==> src/rtl/per2axi_bridge.sv <==
// Peripheral-interconnect to AXI4 single-beat master bridge, one transaction outstanding.
// Optional response timeout with late-response drain is enabled by defining PER2AXI_TIMEOUT_EN.
module per2axi_bridge #(
  parameter int PER_ADDR_WIDTH = 32,
  parameter int PER_ID_WIDTH   = 5,
  parameter int AXI_ADDR_WIDTH = 32,
  parameter int AXI_DATA_WIDTH = 64,
  parameter int AXI_ID_WIDTH   = 6,
  parameter int TIMEOUT_CYCLES = 1024
) (
  input  logic                        clk_i,
  input  logic                        rst_i,
  input  logic                        per_slave_req_i,
  input  logic [PER_ADDR_WIDTH-1:0]   per_slave_add_i,
  input  logic                        per_slave_we_ni,
  input  logic [31:0]                 per_slave_wdata_i,
  input  logic [3:0]                  per_slave_be_i,
  input  logic [PER_ID_WIDTH-1:0]     per_slave_id_i,
  output logic                        per_slave_gnt_o,
  output logic                        per_slave_r_valid_o,
  output logic                        per_slave_r_opc_o,
  output logic [31:0]                 per_slave_r_rdata_o,
  output logic [PER_ID_WIDTH-1:0]     per_slave_r_id_o,
  output logic                        axi_master_aw_valid_o,
  input  logic                        axi_master_aw_ready_i,
  output logic [AXI_ADDR_WIDTH-1:0]   axi_master_aw_addr_o,
  output logic [AXI_ID_WIDTH-1:0]     axi_master_aw_id_o,
  output logic [7:0]                  axi_master_aw_len_o,
  output logic [2:0]                  axi_master_aw_size_o,
  output logic [1:0]                  axi_master_aw_burst_o,
  output logic                        axi_master_aw_lock_o,
  output logic [3:0]                  axi_master_aw_cache_o,
  output logic [2:0]                  axi_master_aw_prot_o,
  output logic [3:0]                  axi_master_aw_qos_o,
  output logic [3:0]                  axi_master_aw_region_o,
  output logic [5:0]                  axi_master_aw_atop_o,
  output logic                        axi_master_ar_valid_o,
  input  logic                        axi_master_ar_ready_i,
  output logic [AXI_ADDR_WIDTH-1:0]   axi_master_ar_addr_o,
  output logic [AXI_ID_WIDTH-1:0]     axi_master_ar_id_o,
  output logic [7:0]                  axi_master_ar_len_o,
  output logic [2:0]                  axi_master_ar_size_o,
  output logic [1:0]                  axi_master_ar_burst_o,
  output logic                        axi_master_ar_lock_o,
  output logic [3:0]                  axi_master_ar_cache_o,
  output logic [2:0]                  axi_master_ar_prot_o,
  output logic [3:0]                  axi_master_ar_qos_o,
  output logic [3:0]                  axi_master_ar_region_o,
  output logic                        axi_master_w_valid_o,
  input  logic                        axi_master_w_ready_i,
  output logic [AXI_DATA_WIDTH-1:0]   axi_master_w_data_o,
  output logic [AXI_DATA_WIDTH/8-1:0] axi_master_w_strb_o,
  output logic                        axi_master_w_last_o,
  input  logic                        axi_master_b_valid_i,
  output logic                        axi_master_b_ready_o,
  input  logic [1:0]                  axi_master_b_resp_i,
  input  logic [AXI_ID_WIDTH-1:0]     axi_master_b_id_i,
  input  logic                        axi_master_r_valid_i,
  output logic                        axi_master_r_ready_o,
  input  logic [1:0]                  axi_master_r_resp_i,
  input  logic [AXI_DATA_WIDTH-1:0]   axi_master_r_data_i,
  input  logic                        axi_master_r_last_i,
  input  logic [AXI_ID_WIDTH-1:0]     axi_master_r_id_i,
  output logic                        busy_o
);

  localparam int STRB_W = AXI_DATA_WIDTH / 8;
  localparam int NLANES = AXI_DATA_WIDTH / 32;
  localparam int LANE_W = (NLANES > 1) ? $clog2(NLANES) : 1;

  localparam logic [2:0] IDLE   = 3'd0;
  localparam logic [2:0] WR     = 3'd1;
  localparam logic [2:0] B_WAIT = 3'd2;
  localparam logic [2:0] AR     = 3'd3;
  localparam logic [2:0] R_WAIT = 3'd4;
  localparam logic [2:0] RESP   = 3'd5;
`ifdef PER2AXI_TIMEOUT_EN
  localparam logic [2:0] DRAIN  = 3'd6;
  localparam int CNT_W = $clog2(TIMEOUT_CYCLES) + 1;
`endif

  logic [2:0]                state_q, state_d;
  logic [PER_ADDR_WIDTH-1:0] add_q, add_d;
  logic                      we_n_q, we_n_d;
  logic [31:0]               wdata_q, wdata_d;
  logic [3:0]                be_q, be_d;
  logic [PER_ID_WIDTH-1:0]   id_q, id_d;
  logic                      aw_done_q, aw_done_d;
  logic                      w_done_q, w_done_d;
  logic                      opc_q, opc_d;
  logic [31:0]               rdata_q, rdata_d;
  logic [LANE_W-1:0]         lane;
  logic [PER_ADDR_WIDTH-1:0] aligned_add;
  logic                      in_drain;
  logic                      unused_inputs;

`ifdef PER2AXI_TIMEOUT_EN
  logic [CNT_W-1:0] cnt_q, cnt_d;
  logic             timed_out_q, timed_out_d;
  logic             expired;
  assign expired  = (cnt_q == CNT_W'(TIMEOUT_CYCLES - 1));
  assign in_drain = (state_q == DRAIN);
`else
  assign in_drain = 1'b0;
`endif

  // Word lane inside the AXI data bus selected by the low address bits above the byte offset
  assign lane        = (NLANES > 1) ? add_q[LANE_W+1:2] : '0;
  assign aligned_add = {add_q[PER_ADDR_WIDTH-1:2], 2'b00};

  always_comb begin
    state_d   = state_q;
    add_d     = add_q;
    we_n_d    = we_n_q;
    wdata_d   = wdata_q;
    be_d      = be_q;
    id_d      = id_q;
    aw_done_d = aw_done_q;
    w_done_d  = w_done_q;
    opc_d     = opc_q;
    rdata_d   = rdata_q;
`ifdef PER2AXI_TIMEOUT_EN
    timed_out_d = timed_out_q;
    cnt_d       = '0;
    if ((state_q == B_WAIT) || (state_q == R_WAIT)) cnt_d = cnt_q + CNT_W'(1);
`endif
    case (state_q)
      IDLE: begin
        if (per_slave_req_i) begin
          add_d     = per_slave_add_i;
          we_n_d    = per_slave_we_ni;
          wdata_d   = per_slave_wdata_i;
          be_d      = per_slave_be_i;
          id_d      = per_slave_id_i;
          aw_done_d = 1'b0;
          w_done_d  = 1'b0;
          opc_d     = 1'b0;
          rdata_d   = '0;
          state_d   = per_slave_we_ni ? AR : WR;
        end
      end
      WR: begin
        aw_done_d = aw_done_q | axi_master_aw_ready_i;
        w_done_d  = w_done_q | axi_master_w_ready_i;
        if (aw_done_d && w_done_d) state_d = B_WAIT;
      end
      B_WAIT: begin
        if (axi_master_b_valid_i) begin
          opc_d   = axi_master_b_resp_i[1];
          state_d = RESP;
        end
`ifdef PER2AXI_TIMEOUT_EN
        else if (expired) begin
          opc_d       = 1'b1;
          timed_out_d = 1'b1;
          state_d     = RESP;
        end
`endif
      end
      AR: begin
        if (axi_master_ar_ready_i) state_d = R_WAIT;
      end
      R_WAIT: begin
        if (axi_master_r_valid_i) begin
          opc_d   = axi_master_r_resp_i[1];
          rdata_d = axi_master_r_data_i[32*lane +: 32];
          state_d = RESP;
        end
`ifdef PER2AXI_TIMEOUT_EN
        else if (expired) begin
          opc_d       = 1'b1;
          timed_out_d = 1'b1;
          state_d     = RESP;
        end
`endif
      end
      RESP: begin
        state_d = IDLE;
`ifdef PER2AXI_TIMEOUT_EN
        if (timed_out_q) state_d = DRAIN;
`endif
      end
`ifdef PER2AXI_TIMEOUT_EN
      // The late response must still be accepted so the slave does not stall forever
      DRAIN: begin
        if ((we_n_q && axi_master_r_valid_i) || (!we_n_q && axi_master_b_valid_i)) begin
          timed_out_d = 1'b0;
          state_d     = IDLE;
        end
      end
`endif
      default: state_d = IDLE;
    endcase
  end

  always_ff @(posedge clk_i or posedge rst_i) begin
    if (rst_i) begin
      state_q   <= IDLE;
      add_q     <= '0;
      we_n_q    <= 1'b0;
      wdata_q   <= '0;
      be_q      <= '0;
      id_q      <= '0;
      aw_done_q <= 1'b0;
      w_done_q  <= 1'b0;
      opc_q     <= 1'b0;
      rdata_q   <= '0;
    end else begin
      state_q   <= state_d;
      add_q     <= add_d;
      we_n_q    <= we_n_d;
      wdata_q   <= wdata_d;
      be_q      <= be_d;
      id_q      <= id_d;
      aw_done_q <= aw_done_d;
      w_done_q  <= w_done_d;
      opc_q     <= opc_d;
      rdata_q   <= rdata_d;
    end
  end

`ifdef PER2AXI_TIMEOUT_EN
  always_ff @(posedge clk_i or posedge rst_i) begin
    if (rst_i) begin
      cnt_q       <= '0;
      timed_out_q <= 1'b0;
    end else begin
      cnt_q       <= cnt_d;
      timed_out_q <= timed_out_d;
    end
  end
`endif

  assign per_slave_gnt_o     = per_slave_req_i & (state_q == IDLE);
  assign per_slave_r_valid_o = (state_q == RESP);
  assign per_slave_r_opc_o   = opc_q;
  assign per_slave_r_rdata_o = rdata_q;
  assign per_slave_r_id_o    = id_q;
  assign busy_o              = (state_q != IDLE);

  assign axi_master_aw_valid_o  = (state_q == WR) & ~aw_done_q;
  assign axi_master_aw_addr_o   = AXI_ADDR_WIDTH'(aligned_add);
  assign axi_master_aw_id_o     = AXI_ID_WIDTH'(id_q);
  assign axi_master_aw_len_o    = 8'd0;
  assign axi_master_aw_size_o   = 3'b010;
  assign axi_master_aw_burst_o  = 2'b01;
  assign axi_master_aw_lock_o   = 1'b0;
  assign axi_master_aw_cache_o  = 4'd0;
  assign axi_master_aw_prot_o   = 3'd0;
  assign axi_master_aw_qos_o    = 4'd0;
  assign axi_master_aw_region_o = 4'd0;
  assign axi_master_aw_atop_o   = 6'd0;

  assign axi_master_ar_valid_o  = (state_q == AR);
  assign axi_master_ar_addr_o   = AXI_ADDR_WIDTH'(aligned_add);
  assign axi_master_ar_id_o     = AXI_ID_WIDTH'(id_q);
  assign axi_master_ar_len_o    = 8'd0;
  assign axi_master_ar_size_o   = 3'b010;
  assign axi_master_ar_burst_o  = 2'b01;
  assign axi_master_ar_lock_o   = 1'b0;
  assign axi_master_ar_cache_o  = 4'd0;
  assign axi_master_ar_prot_o   = 3'd0;
  assign axi_master_ar_qos_o    = 4'd0;
  assign axi_master_ar_region_o = 4'd0;

  assign axi_master_w_valid_o = (state_q == WR) & ~w_done_q;
  assign axi_master_w_data_o  = {NLANES{wdata_q}};
  assign axi_master_w_strb_o  = STRB_W'(be_q) << (4 * lane);
  assign axi_master_w_last_o  = axi_master_w_valid_o;

  assign axi_master_b_ready_o = (state_q == B_WAIT) | (in_drain & ~we_n_q);
  assign axi_master_r_ready_o = (state_q == R_WAIT) | (in_drain & we_n_q);

  assign unused_inputs = ^{axi_master_b_id_i, axi_master_r_id_i, axi_master_r_last_i,
                           axi_master_b_resp_i[0], axi_master_r_resp_i[0], add_q[1:0]};

endmodule
==> config.mk <==
export PLATFORM = sky130hd
export DESIGN_NAME = per2axi_bridge
export DESIGN_NICKNAME = d
export VERILOG_FILES = /design/src/rtl/per2axi_bridge.sv
export SDC_FILE = /design/constraint.sdc
export NUM_CORES = 1
export LEC_CHECK = 0
export CORE_AREA = 2 2 163 165
export CTS_CLUSTER_DIAMETER = 60
export DETAILED_ROUTE_END_ITERATION = 6
export DIE_AREA = 0 0 165 167
export PLACE_DENSITY = 0.63
export REMOVE_ABC_BUFFERS = 1
export SYNTH_ARGS = -nofsm -noshare
export SYNTH_HDL_FRONTEND = slang
export SYNTH_SLANG_ARGS = --single-unit
==> constraint.sdc <==
create_clock -name clk_i -period 3.2 [get_ports clk_i]
set_input_delay 0.32 -clock clk_i [delete_from_list [all_inputs] [get_ports clk_i]]
set_output_delay 0.32 -clock clk_i [all_outputs]
set_load 0.005 [all_outputs]
== Yosys cells after proc, flatten, opt, wreduce, memory -nomap -nowiden ==
Index checks and enable logic that the tools add are counted.

* Input bits: 163
* Word-level logic and storage cells: 55
* Output and inout bits: 259
* Register bits after elaboration: 111

* Shifts and indexed selects: 2
* Bitwise gates (word level): 7
* Reduce and logical (&&, ||, !) cells: 11
* Equal/unequal tests: 10
* Multiplexer cells: 16

{| class="wikitable"
|+ Operators by type and width
! operator !! number
|-
| 32-bit two-way mux || 2
|-
| 32-bit one-hot mux with 2 select lines || 1
|-
| 64-bit by 7-bit variable part select with 32-bit output || 1
|-
| 3-bit two-way mux || 5
|-
| 3-bit one-hot mux with 5 select lines || 1
|-
| 2-bit inequality test, second input constant || 4
|-
| 4-bit by 3-bit left shift with 8-bit output || 1
|-
| 3-bit by 2-bit equality test with 1-bit output, second input constant || 2
|-
| 3-bit equality test, second input constant || 2
|-
| 3-bit nonzero test || 2
|-
| 5-bit AND reduction || 1
|-
| 1-bit one-hot mux with 2 select lines || 2
|-
| 2-bit AND reduction || 2
|-
| 4-bit AND reduction || 1
|-
| 2-bit nonzero test || 2
|-
| 1-bit AND || 3
|-
| 3-bit by 1-bit equality test with 1-bit output, second input constant || 1
|-
| 3-bit logical NOT || 1
|-
| 1-bit two-way mux || 3
|-
| 1-bit one-hot mux with 3 select lines || 1
|-
| 3-bit AND reduction || 1
|-
| 2-bit two-way mux || 1
|-
| 2-bit by 1-bit inequality test with 1-bit output, second input constant || 1
|-
| 1-bit inverter || 2
|-
| other kinds (2) || 3
|}

== Depth between registers and ports, before layout ==
* Depth in word-level cells: 4
* Mapped depth: 6
* Depth with buffers taken out: 3

== Worst setup path before layout ==
OpenSTA, ideal clock, no wires.

* Path type: reg2out
* Start point: register state_q[0]
* End point: output port axi_master_w_valid_o
* Path slack: 1573 ps
* Required time: 2880 ps
* Arrival: 1307 ps
* Path buffers: 2
* Stages on the path, launching flop included: 6
* Cells stage by stage: dfrtp_1 > buf_2 > inv_1 > or3_1 > nor2_1 > buf_4

* Word-level cells in the longest chain between the ends: 2

{| class="wikitable"
|+ RTL lines
! item !! RTL line !! RTL
|-
| start, declared || 82 || <nowiki>logic [2:0] state_q, state_d;</nowiki>
|-
| start signal, assigned || 209 || <nowiki>state_q <= state_d;</nowiki>
|-
| 3-bit by 1-bit equality test with 1-bit output || 266 || <nowiki>assign axi_master_w_valid_o = (state_q == WR) & ~w_done_q;</nowiki>
|-
| 1-bit AND || 266 ||
|-
| end, declared || 49 || <nowiki>output logic axi_master_w_valid_o,</nowiki>
|}

No other way between the ends.

== Final worst setup path ==
* Start point: register state_q[0]
* End point: output port axi_master_w_last_o

* Word-level cells in the longest chain between the ends: 2

{| class="wikitable"
|+ RTL lines
! item !! RTL line !! RTL
|-
| 3-bit by 1-bit equality test with 1-bit output || 266 ||
|-
| 1-bit AND || 266 ||
|-
| end, declared || 53 || <nowiki>output logic axi_master_w_last_o,</nowiki>
|}

No other way between the ends.

==> results.py <==
metrics = {
    "sta": {
        "timing.final.ws_setup_ps": 653.9,
        "tightest_slew_ps": 640.3,
        "slew_headroom": 0.5731,
        "setup-tns-final_ps": 0,
        "fin_crit_sh": 0.7956,
        "fmaxAchievable_mhz": 392.8,
        "rsz0062_at_grt": "no",
        "setup_viol": 0,
        "hold_viol": 0,
        "layout_min_cycle_time_ps": 2546,
        "skew_ps": 8.290,
        "slew_violations": 0,
    },
    "global_route": {
        "grt_max_degree": 72,
        "grt_pass1_wl_mm": 25.18,
        "antenna_found_initial": 0,
        "grtUsageTotal": 0.1204,
        "grt_remaining_overflow": 0,
        "grt_pass1_vias": 4355,
    },
    "synthesis": {
        "syn_inst": 492,
        "synthMuxAreaShare": 0.2860,
        "synth-compound-area-share": 0.01223,
        "ys_seq_elements": 109,
        "synth_top_family_by_area": "multiplexers",
        "synth_top_flop_cell": "dfrtp_1",
        "synth-simple-area-share": 0.04710,
        "yosysSeqAreaShare": 0.4370,
        "synth_edf_count": 0,
        "synth_area_um2": 6242,
        "synthXorXnorAreaFrac": 0,
        "synth_area_per_cell_um2": 12.69,
        "synth_warnings": 0,
        "synth_cell_type_count": 30,
        "synth-async-reset-ratio": 1.000,
        "synthAdderAreaFrac": 0,
    },
    "critical_path": {
        "critPathLaunchType": "flop",
        "cp-end-kind": "primary output",
        "path_class": "flop to primary output",
        "crit_fanout": 13,
        "cp.arrival_ps": 2230,
        "worst_ep_required_time_ps": 2880,
        "r2r_start": "state_q[0]$_DFFE_PP0P_",
        "cp-startpoint": "state_q[0]$_DFFE_PP0P_",
    },
    "clocking": {
        "cts_tree": "yes",
        "clk_latency_ps": 350,
        "post_cts_buffers": 0,
        "cts.sinks": 109,
        "cts_buffers": 9,
        "htree_num_levels": 3,
        "cts.path.max_buffers": 2,
        "path_clk_slew_ps": 80,
        "root_buffer": "clkbuf_16",
        "ctsResizeCount": 0,
        "cts_hold_buf": 0,
    },
    "final_layout": {
        "mostFrequentLayoutCell": "clkdlybuf4s50_1",
        "nets": 909,
        "layout_common_cells": "334 x clkdlybuf4s50_1, 108 x dfrtp_1, 70 x mux2_4, 70 x conb_1, 40 x nor2_1",
        "layout-drive-gt1-share": 0.1691,
        "n_antenna_cell": 0,
        "synthToLayoutAreaGrowth_pct": 49.01,
    },
    "floorplanning": {
        "die_y_um": 167,
        "die-area_um2": 27560,
        "ios": 422,
        "core_region_area_um2": 25760,
        "start_util": 0.2423,
        "fp.dieW_um": 165,
        "rows": 59,
    },
    "placement": {
        "place_congestion": 0.7741,
        "hpwl_mm": 12.69,
        "port_buffers": 334,
        "post-place-ws_ps": 1053,
    },
    "routing": {
        "via_per_inst": 3.850,
        "drt-initial-drc-count": 154,
        "drc": 0,
        "drtAntennaViolNets": 0,
        "routed_wl_mm": 17.17,
        "detail_route.first_pass.iterations": 3,
        "wire_per_inst_um": 15.81,
        "vias": 4181,
    },
    "pwr": {
        "leakagePower_nw": 4.114,
        "pwr_density_cell_nw_per_um2": 906.9,
        "irDropWorstVdd_uv": 473.2,
    },
    "run": {
        "cap_violations": 0,
    },
    "outcome": {
        "outcome": "finished, final reports clean",
    },
    "worst_hold_path": {
        "hold_class": "input port to async pin",
    },
}
[per-stage QoR]
| step | std cells | util | hold slack (ps) | area, um2 | total power [mW] |
|---|---|---|---|---|---|
| finish | 1086 | 0.3610 | 384.3 | 9301 | 8.435 |
| CTS | 1086 | 0.3610 | 408.3 | 9301 | 8.603 |
| detailed placement | 1070 | 0.3495 | 480.1 | 9005 | 7.358 |
| global placement | 1070 | 0.3495 | 472.9 | 9005 | 7.356 |
| global route | 1086 | 0.3610 | 420.5 | 9301 | 8.983 |
| floorplan | 394 | - | 462.5 | 5161 | 4.424 |
[sequential cells by signal, summed over array words and instances, names as in the netlist]
name	cells
per_slave_r_rdata_o	32
add_q	30
wdata_q	32
w_done_q	1
be_q	4
per_slave_r_id_o	5
per_slave_r_opc_o	1
aw_done_q	1
state_q	3
[cells in the mapped netlist (3+ instances only)]
library cell / n / area [um2]
buf_12: 8 / 160.2
and2_1: 4 / 25.02
nor2_1: 40 / 150.1
mux2i_1: 34 / 340.3
a21oi_1: 5 / 25.02
dfrtp_1: 109 / 2728
mux2_4: 70 / 1051
buf_6: 4 / 45.04
buf_4: 144 / 1081
inv_1: 4 / 15.01
mux2_1: 7 / 78.83
mux2_2: 28 / 315.3
o22ai_1: 3 / 18.77
nor2b_1: 5 / 31.28
buf_2: 10 / 50.05
[power breakdown]
group | leakage (nW) | total [mW] | internal (mW) | switching [mW]
clock network | 0.144 | 1.13 | 0.554 | 0.578
registers | 1.35 | 2.70 | 2.01 | 0.689
logic | 2.62 | 4.60 | 3.23 | 1.37
total | 4.11 | 8.44 | 5.79 | 2.64
[worst max-delay path, stage by stage (launching register included)]
cell	delay, ps
dfrtp_1	630
inv_1	160
or3_1	410
nor2_1	150
clkdlybuf4s50_1	530
[per-layer routing]
layer,up-vias,routed length (um),GRT usage
met5,-,0,0
met4,0,165,0.02873
met3,9,1417,0.03462
met2,248,8338,0.2031
met1,1992,7246,0.1509
li1,1932,-,-
[cells by family (layout without fill, tap and decap cells)]
logic type / after synthesis / count (layout)
buffers and inverters: 170 / 361
muxes: 139 / 139
DFF: 109 / 109
and+or+nand+nor: 60 / 60
AOI/OAI and AO/OA: 12 / 12
other: 2 / 70
[area by class of cell]
class                      count  area [um2]
timing repair buffer         341        3421
inverter                       4       17.52
clock inverter                 6       67.56
fill                        2599       16460
tap                          335       419.2
sequential                   109        2729
multi-input combinational    281        2419
clock buffer                  10       229.0
[worst paths after layout]
kind	depth (start not counted)	slack [ps]	end
max in group asynchronous	3	2090	wdata_q[10]$_DFFE_PP0P_
setup reg to reg	4	1220	add_q[25]$_DFFE_PP0P_
hold / removal	2	380	per_slave_r_id_o[1]$_DFFE_PP0P_
min in group clk_i	1	490	per_slave_r_rdata_o[0]$_DFFE_PP0P_
hold reg to reg	1	490	per_slave_r_rdata_o[0]$_DFFE_PP0P_
setup / recovery	4	650	axi_master_w_last_o
No activity file was read; power rests on OpenSTA's default activity.
